===== config.mk =====
export PLATFORM = sky130hd
export DESIGN_NAME = audio_separate
export DESIGN_NICKNAME = d
export VERILOG_FILES = /design/src/rtl/audio_separate.sv
export SDC_FILE = /design/constraint.sdc
export NUM_CORES = 1
export LEC_CHECK = 0
export BUFFER_PORTS_ARGS = -buffer_cell sky130_fd_sc_hd__buf_2
export CORE_MARGIN = 1.5
export CORE_UTILIZATION = 65
export CTS_BUF_LIST = sky130_fd_sc_hd__clkbuf_4 sky130_fd_sc_hd__clkbuf_8
export DETAILED_ROUTE_END_ITERATION = 8
export GPL_TIMING_DRIVEN = 0
export HOLD_SLACK_MARGIN = 0.02
export PLACE_DENSITY = 0.93
export SLEW_MARGIN = 20
export SYNTH_ARGS = -nofsm -noshare
export SYNTH_HDL_FRONTEND = slang
export SYNTH_SLANG_ARGS = --single-unit

===== constraint.sdc =====
create_clock -name clk_in -period 29.4 [get_ports clk_in]
set_input_delay 1.47 -clock clk_in [delete_from_list [all_inputs] [get_ports clk_in]]
set_output_delay 1.47 -clock clk_in [all_outputs]
set_load 0.02 [all_outputs]

===== src/rtl/audio_separate.sv =====
// Receive-side splitter: composite baseband -> channel 1 (boxcar low-pass) and
// channel 2 (high-pass, rectify, integrate-and-dump envelope, DC removal).
module audio_separate #(
  parameter int DATA_WIDTH = 12,
  parameter int LPF_LOG2   = 4,
  parameter int ENV_LOG2   = 5,
  parameter int DC_SHIFT   = 4
) (
  input  logic                         clk_in,
  input  logic                         RST,
  input  logic signed [DATA_WIDTH-1:0] Demod_SIG,
  input  logic                         SIG_valid,
  output logic signed [DATA_WIDTH-1:0] Audio_CH1,
  output logic                         CH1_valid,
  output logic signed [DATA_WIDTH-1:0] Audio_CH2,
  output logic                         CH2_valid,
  output logic        [DATA_WIDTH-1:0] Env_level
);

  localparam int N  = 1 << LPF_LOG2;
  localparam int SW = DATA_WIDTH + LPF_LOG2;   // running sum
  localparam int HW = DATA_WIDTH + 1;          // high-pass sample
  localparam int AW = DATA_WIDTH + ENV_LOG2;   // envelope accumulator
  localparam int DW = DATA_WIDTH + 2;          // envelope minus DC
  localparam logic [LPF_LOG2-1:0]  HALF     = LPF_LOG2'(N / 2);
  localparam logic [DATA_WIDTH-1:0] RECT_MAX = {1'b0, {(DATA_WIDTH-1){1'b1}}};
  localparam logic signed [DW-1:0] SAT_HI   = DW'(2 ** (DATA_WIDTH - 1) - 1);
  localparam logic signed [DW-1:0] SAT_LO   = ~SAT_HI;

  // Stage A state
  logic signed [DATA_WIDTH-1:0] dly_buf [N];
  logic        [LPF_LOG2-1:0]   wr_ptr;
  logic signed [SW-1:0]         sum;
  logic signed [DATA_WIDTH-1:0] x_d;
  logic                         a_valid;
  // Stage B/C/D state
  logic signed [HW-1:0]         hp;
  logic        [AW-1:0]         acc;
  logic        [ENV_LOG2-1:0]   cnt;
  logic        [DATA_WIDTH-1:0] env;
  logic                         c_dump;
  logic signed [HW-1:0]         dc;

  logic signed [DATA_WIDTH-1:0] lp;
  logic        [HW-1:0]         abs_hp;
  logic        [DATA_WIDTH-1:0] rect;
  logic        [AW-1:0]         acc_sum;
  logic signed [DW-1:0]         env_diff;
  logic signed [DATA_WIDTH-1:0] ch2_sat;

  // NOTE: always_comb assigns every output on every path, so no latch is inferred.
  always_comb begin
    lp       = DATA_WIDTH'(sum >>> LPF_LOG2);
    abs_hp   = hp[HW-1] ? HW'(-hp) : HW'(hp);
    rect     = (abs_hp > HW'(RECT_MAX)) ? RECT_MAX : abs_hp[DATA_WIDTH-1:0];
    acc_sum  = acc + AW'(rect);
    env_diff = $signed({2'b00, env}) - DW'(dc);
    ch2_sat  = DATA_WIDTH'(env_diff);
    if (env_diff > SAT_HI)      ch2_sat = SAT_HI[DATA_WIDTH-1:0];
    else if (env_diff < SAT_LO) ch2_sat = SAT_LO[DATA_WIDTH-1:0];
  end

  // NOTE: the delay buffer is reset element by element because an unfilled
  // buffer must read as zero; this forces it into flops rather than RAM.
  always_ff @(posedge clk_in or posedge RST) begin
    if (RST) begin
      for (int i = 0; i < N; i++) dly_buf[i] <= '0;
      wr_ptr  <= '0;
      sum     <= '0;
      x_d     <= '0;
      a_valid <= 1'b0;
    end else begin
      a_valid <= SIG_valid;
      if (SIG_valid) begin
        dly_buf[wr_ptr] <= Demod_SIG;
        wr_ptr          <= wr_ptr + 1'b1;
        sum             <= sum + SW'(Demod_SIG) - SW'(dly_buf[wr_ptr]);
        x_d             <= dly_buf[wr_ptr + HALF];
      end
    end
  end

  always_ff @(posedge clk_in or posedge RST) begin
    if (RST) begin
      Audio_CH1 <= '0;
      CH1_valid <= 1'b0;
      hp        <= '0;
    end else begin
      CH1_valid <= a_valid;
      if (a_valid) begin
        Audio_CH1 <= lp;
        hp        <= HW'(x_d) - HW'(lp);
      end
    end
  end

  // Integrate-and-dump: the window's last sample is folded into the dump value.
  always_ff @(posedge clk_in or posedge RST) begin
    if (RST) begin
      acc    <= '0;
      cnt    <= '0;
      env    <= '0;
      c_dump <= 1'b0;
    end else begin
      c_dump <= CH1_valid && (cnt == '1);
      if (CH1_valid) begin
        cnt <= cnt + 1'b1;
        if (cnt == '1) begin
          env <= DATA_WIDTH'(acc_sum >> ENV_LOG2);
          acc <= '0;
        end else begin
          acc <= acc_sum;
        end
      end
    end
  end

  always_ff @(posedge clk_in or posedge RST) begin
    if (RST) begin
      Env_level <= '0;
      Audio_CH2 <= '0;
      CH2_valid <= 1'b0;
      dc        <= '0;
    end else begin
      CH2_valid <= c_dump;
      if (c_dump) begin
        Env_level <= env;
        Audio_CH2 <= ch2_sat;
        dc        <= dc + HW'(env_diff >>> DC_SHIFT);
      end
    end
  end

endmodule


**Word-level counts from Yosys, hierarchy flattened**

Index checks and enable logic that the tools add are counted.

- Register bits: 324
- Output and inout bits: 38
- Logic and storage cells: 67

- $add $sub $neg: 10
- $lt $le $gt $ge: 6
- Equal/unequal tests: 1
- Muxes and demuxes: 14
- Bitwise operators: 2
- Reduce and logical (&&, ||, !) cells: 3

Operators by type and width:

| operator | count |
|---|---|
| bitwise mux 192 bit | 1 |
| binary-select mux 12 bit (select 4 bit) | 2 |
| two-way mux 12 bit | 8 |
| demux 12 bit (select 4 bit) | 1 |
| adder 17 x 12 -> 17 bit | 1 |
| two-way mux 17 bit | 1 |
| adder 16 x 12 -> 16 bit | 1 |
| subtractor 16 x 12 -> 16 bit | 1 |
| greater-than comparator 14 x 12 -> 1 bit (second input constant) | 1 |
| less-than comparator 14 x 12 -> 1 bit (second input constant) | 1 |
| subtractor 13 x 13 -> 14 bit | 1 |
| adder 13 x 10 -> 13 bit | 1 |
| greater-than comparator 13 x 11 -> 1 bit (second input constant) | 1 |
| two-way mux 13 bit | 1 |
| negation 13 bit | 1 |
| subtractor 12 x 12 -> 13 bit | 1 |
| >= comparator 5 bit (second input constant) | 2 |
| NOT 4 -> 5 bit | 2 |
| adder 5 x 1 -> 5 bit (second input constant) | 1 |
| == test 5 bit (second input constant) | 1 |
| less-than comparator 5 x 1 -> 1 bit (second input constant) | 1 |
| adder 4 x 1 -> 4 bit (second input constant) | 1 |
| adder 4 bit (second input constant) | 1 |
| logical AND 1 bit | 2 |
| AND reduction 2 bit | 1 |

**Logic depth before layout (Yosys ltp)**

- Depth in word-level cells: 6
- Gate-level depth with buffers: 20

**Worst setup path before layout**

Ideal clock, no wire load.

- Path type: register to register
- Start: register wr_ptr[0]
- End: register sum[14]
- Data arrival time: 4.140 ns
- Required time: 29.280 ns
- Setup slack: 25.140 ns
- Cell stages (with the launch flop): 18
- Buffers on the path: 2
- Cells stage by stage: dfrtp_1 -> clkbuf_1 -> buf_2 -> mux4_2 -> mux2_2 -> nor2_1 -> a21oi_1 -> fa_1 -> inv_1 -> ha_1 -> nor2b_1 -> o21ai_2 -> nand2b_1 -> a311o_1 -> a31oi_4 -> a2111oi_1 -> or3_1 -> a31o_1

- Longest elaborated chain between the ends: 5

RTL lines:

| item | RTL line | source |
|---|---|---|
| start: declaration | 32 | `logic [LPF_LOG2-1:0] wr_ptr;` |
| start signal: assignment | 76 | `wr_ptr <= wr_ptr + 1'b1;` |
| NOT 4 -> 5 bit (implied by the code) | 77 | `sum <= sum + SW'(Demod_SIG) - SW'(dly_buf[wr_ptr]);` |
| binary-select mux 12 bit (select 4 bit) | 77 |  |
| two-way mux 12 bit (implied by the code) (2 in a row) | 77 |  |
| subtractor 16 x 12 -> 16 bit | 77 |  |
| end signal: assignment | 77 |  |
| end: declaration | 33 | `logic signed [SW-1:0] sum;` |

No other way between the ends. The select of a mux whose other input is x is not followed.
A chain may end at the register's enable or synchronous reset.

**Worst setup path in the final report**

Ends and elaborated chain as after synthesis.

==> impl.org <==
** Detailed routing
- Remaining routing DRC violations :: 0
- Dividing the detail-routed via count by the number of cells gives 6.58.
- Starting DRC count in detailed routing :: 1411
- Per-cell routed wire length :: 22.2 um
- Vias :: 13700
- Total wire length :: 46300 um
- The count of nets left with antenna violations once routing finished came out at 0.
- The pre-antenna-repair detailed-routing pass consisted of 6 iterations.

** Placed design
- The placed instances occupy a cell area of 18000 um2.
- Estimated wirelength of the detail-placed design :: 30800 um
- Input/output buffers :: 52
- Global placer's final weighted congestion :: 0.922

** Yosys
- Cell types with the largest area share after synthesis :: dfrtp_1, mux2_2, mux4_2
- During synthesis, Yosys emitted a total of 0 warnings.
- Largest family of logic cells by synthesized area :: multiplexers
- Synth top area share :: 47.1%
- Summing the areas of all and, or, nand and nor instances in the mapped netlist gives 10.5% of the synthesized area.
- The share of the Yosys chip area taken by registers is 47.1%.
- The synthesized netlist devotes 7.52% of its cell area to adder and majority cells.
- The synthesized netlist devotes 3.36% of its cell area to XOR and XNOR gates.
- After technology mapping, the gate count stands at 1603.
- In the synthesized netlist the dominant register cell turns out to be dfrtp_1.
- Counting flops with a built-in enable in the synthesized netlist gives 0.
- The number of different library cells used by synthesis comes to 83.
- Asr flop ratio synth :: 100%
- Netlist Area Pre-Place :: 17200 um2
- Counting every net in the synthesized netlist gives 1710.
- The synthesized design spends more area on one cell type than any other, namely dfrtp_1.
- Average footprint of a synthesized cell :: 10.7 um2
- In this run, synthesis produced a sequential element count of 324.
- Compound-Gate Fraction of Synth Area :: 12.4%
- Mux contribution to synthesized area :: 14.9%

** Worst hold path
- Hold-critical path endpoint :: CH2_valid
- The startpoint identified for the worst hold timing path is c_dump.
- Hold/Removal Path Class :: reg -> reg
- Along the worst hold path, the cell count comes to 0.

** Setup path
- WS Path Type :: reg -> reg
- Setup slack on the worst reg-to-reg path comes out at 24.27 ns.
- Worst R2R Start :: wr_ptr[0]
- STA puts the critical path data required time at 29.89 ns.
- Startpoint class of the critical path :: flip-flop
- The endpoint identified for the worst register-to-register timing path is sum[14].
- The worst setup path is captured at a flip-flop.
- Worst path arrival time :: 5.61 ns
- Worst reg-to-reg path cell count :: 16
- In this run the worst path has a maximum fanout of 10.

** Job
- Max-cap violations in this run came to 0.

** Clock tree
- The clock tree synthesis step divided the H-tree into 2 levels.
- Clk_lat worst skew :: 0.61 ns
- Number of clock buffers inserted by TritonCTS :: 52
- Post-CTS timing repair inserted 0 buffers for setup.
- The tree built by TritonCTS fans out to 324 sinks.
- CTS tree :: done
- In this run the deepest clock path goes through 3 buffers.
- CTS Root Buffer Type :: clkbuf_8
- Clock-pin slew was measured on the worst setup and hold paths at 0.07 ns.
- Number of gates resized after cts :: 0
- Buffers inserted to repair hold after CTS numbered 0.

** STA
- Slew headroom :: 26.1%
- Clock skew on the completed layout was measured at 0.0291 ns.
- Hold Vio Cnt, Final :: 0
- The final count of pins violating max slew is 0.
- Setup repair after global routing left no endpoint under its margin.
- The smallest clock period supported by the final layout is computed as 5.13 ns.
- Setup violations remaining at the end of the flow were counted as 0.
- Final Hold Slack :: 0.420 ns
- Timing would allow up to 195 MHz.
- After layout, the worst path uses 17.4% of the clock period.
- Total Neg Setup Slack :: 0 ns
- At the pin with the least slew margin, the transition time is 1.11 ns.

** Floorplanning
- Die Span Y :: 166 um
- I/O pin count :: 53
- Starting density of the core :: 66.1%
- The initialized floorplan defines 59 standard-cell rows.
- X dimension of the die :: 166 um
- Core area :: 26100 um2
- Die ar. :: 27500 um2

** Global routing
- For this run, the total global-route usage over all layers was measured as 34.1%.
- Pin count of the biggest net entering global routing :: 111
- Remaining Overflow, GRT :: 0
- The initial antenna violation count came to 0.
- Global-route wire length before repair :: 74400 um
- Number of global-route vias before repair :: 14500

** Cells and area
- Measured on the finished design, the core utilization comes to 73.6%.
- In the final design database the tool counted 1818 nets.
- The number of antenna diodes in the final layout is 0.
- Layout Area Growth over Synthesis :: 11.4%
- Fraction of layout cells with a size suffix above 1 :: 20.3%
- Final Instance Area :: 19200 um2

** Status
- The flow ran to the end, and the final reports show no timing, DRC or antenna violations.
kinds of logic after synthesis:
group / Yosys count
mux: 182
xor+xnor: 66
buf+inv: 191
flops: 324
fa+ha+maj: 92
other cells: 1
compound gates: 349
simple gates: 398
how the worst max path moves through the flow:
stage | start | end | slack (ns) | depth (start not counted)
CTS | wr_ptr[0] | sum[14] | 24.37 | 16
detailed placement | wr_ptr[0] | sum[14] | 24.47 | 17
finish | wr_ptr[0] | sum[14] | 24.27 | 16
global route | wr_ptr[0] | sum[14] | 24.04 | 16
floorplan | RST | Audio_CH1[0] | 18.96 | 1
global placement | RST | dly_buf[51] | 16.08 | 2
critical path, cell delays in order (launching register included):
cell       delay, ns
dfrtp_1         0.40
clkbuf_1        0.34
buf_2           0.49
mux4_2          0.62
mux2_2          0.33
nor2_1          0.10
a21oi_1         0.06
fa_1            0.50
fa_1            0.48
nor2b_1         0.16
o21ai_2         0.06
nand2b_1        0.12
a311o_1         0.29
a31oi_4         0.14
a2111oi_1       0.50
o21ai_0         0.18
a31o_1          0.24
state kept, by name (all words and copies together) (netlist names), 13 cells and up:
| name | flops |
|---|---|
| dly_buf | 192 |
| acc | 17 |
| sum | 16 |
| dc | 13 |
| hp | 13 |
final cells by class:
cell class,instances,area [um2]
multi-input combinational,1088,8370
clock inverter,9,125
clock buffer,85,1090
buffer,84,338
sequential,324,8110
timing repair buffer,54,315
fill,1532,6890
tap,335,419
inverter,107,409
metrics by stage:
stage	instances	worst slack, ns
CTS	2086	24.37
global route	2086	24.04
global placement	1990	16.08
floorplan	1603	18.96
detailed placement	1992	24.47
finish	2086	24.27
cells in the mapped netlist, types with 3 or more instances:
| cell | instances |
|---|---|
| a21o_1 | 12 |
| o21ai_1 | 6 |
| nand3_1 | 17 |
| o2bb2ai_1 | 11 |
| a31o_2 | 5 |
| o21ai_0 | 194 |
| o31ai_1 | 4 |
| xor2_1 | 20 |
| ha_1 | 73 |
| or3_1 | 3 |
| fa_1 | 19 |
| buf_1 | 8 |
| clkbuf_1 | 68 |
| inv_1 | 106 |
| o221ai_2 | 4 |
| o2111ai_1 | 4 |
| a31oi_1 | 4 |
| or2_2 | 4 |
| nand2b_1 | 15 |
| dfrtp_1 | 324 |
| mux2_2 | 114 |
| nand3_2 | 6 |
| nor2_1 | 48 |
| nand4_1 | 6 |
| a211oi_1 | 3 |
| a21oi_1 | 53 |
| xnor2_1 | 46 |
| nor2b_1 | 7 |
| nand2_1 | 235 |
| and2_1 | 8 |
| nand3b_1 | 4 |
| nor3_1 | 22 |
| nand2_2 | 3 |
| mux2i_1 | 20 |
| buf_2 | 6 |
| mux4_2 | 48 |
| o21bai_1 | 6 |
| and3_1 | 9 |
| a22o_1 | 3 |
layer usage:
layer / up-vias / wire length [um] / GRT usage, %
met5: - / 0 / 0
met4: 0 / 3270 / 22.6
met3: 289 / 4000 / 7.17
met2: 863 / 22600 / 57.1
met1: 6771 / 16400 / 40.0
li1: 5813 / - / -
layout by cell type (no fill, tap or decap), drive strengths merged, types with 6 or more instances in the layout:
master | synthesis | layout
dfrtp | 324 | 324
nand2 | 238 | 238
o21ai | 203 | 203
clkbuf | 68 | 153
mux2 | 114 | 114
inv | 107 | 107
ha | 73 | 73
buf | 16 | 70
a21oi | 54 | 54
nor2 | 48 | 48
mux4 | 48 | 48
xnor2 | 46 | 46
nor3 | 23 | 23
nand3 | 23 | 23
xor2 | 20 | 20
mux2i | 20 | 20
fa | 19 | 19
nand2b | 15 | 15
a21o | 13 | 13
o2bb2ai | 11 | 11
and3 | 9 | 9
and2 | 8 | 8
nor2b | 8 | 8
o21bai | 6 | 6
nand4 | 6 | 6
a31o | 6 | 6
Power is left out: the tool's default activity adds up to more than one toggle a clock period on the data nets, which glitch-free logic cannot reach.
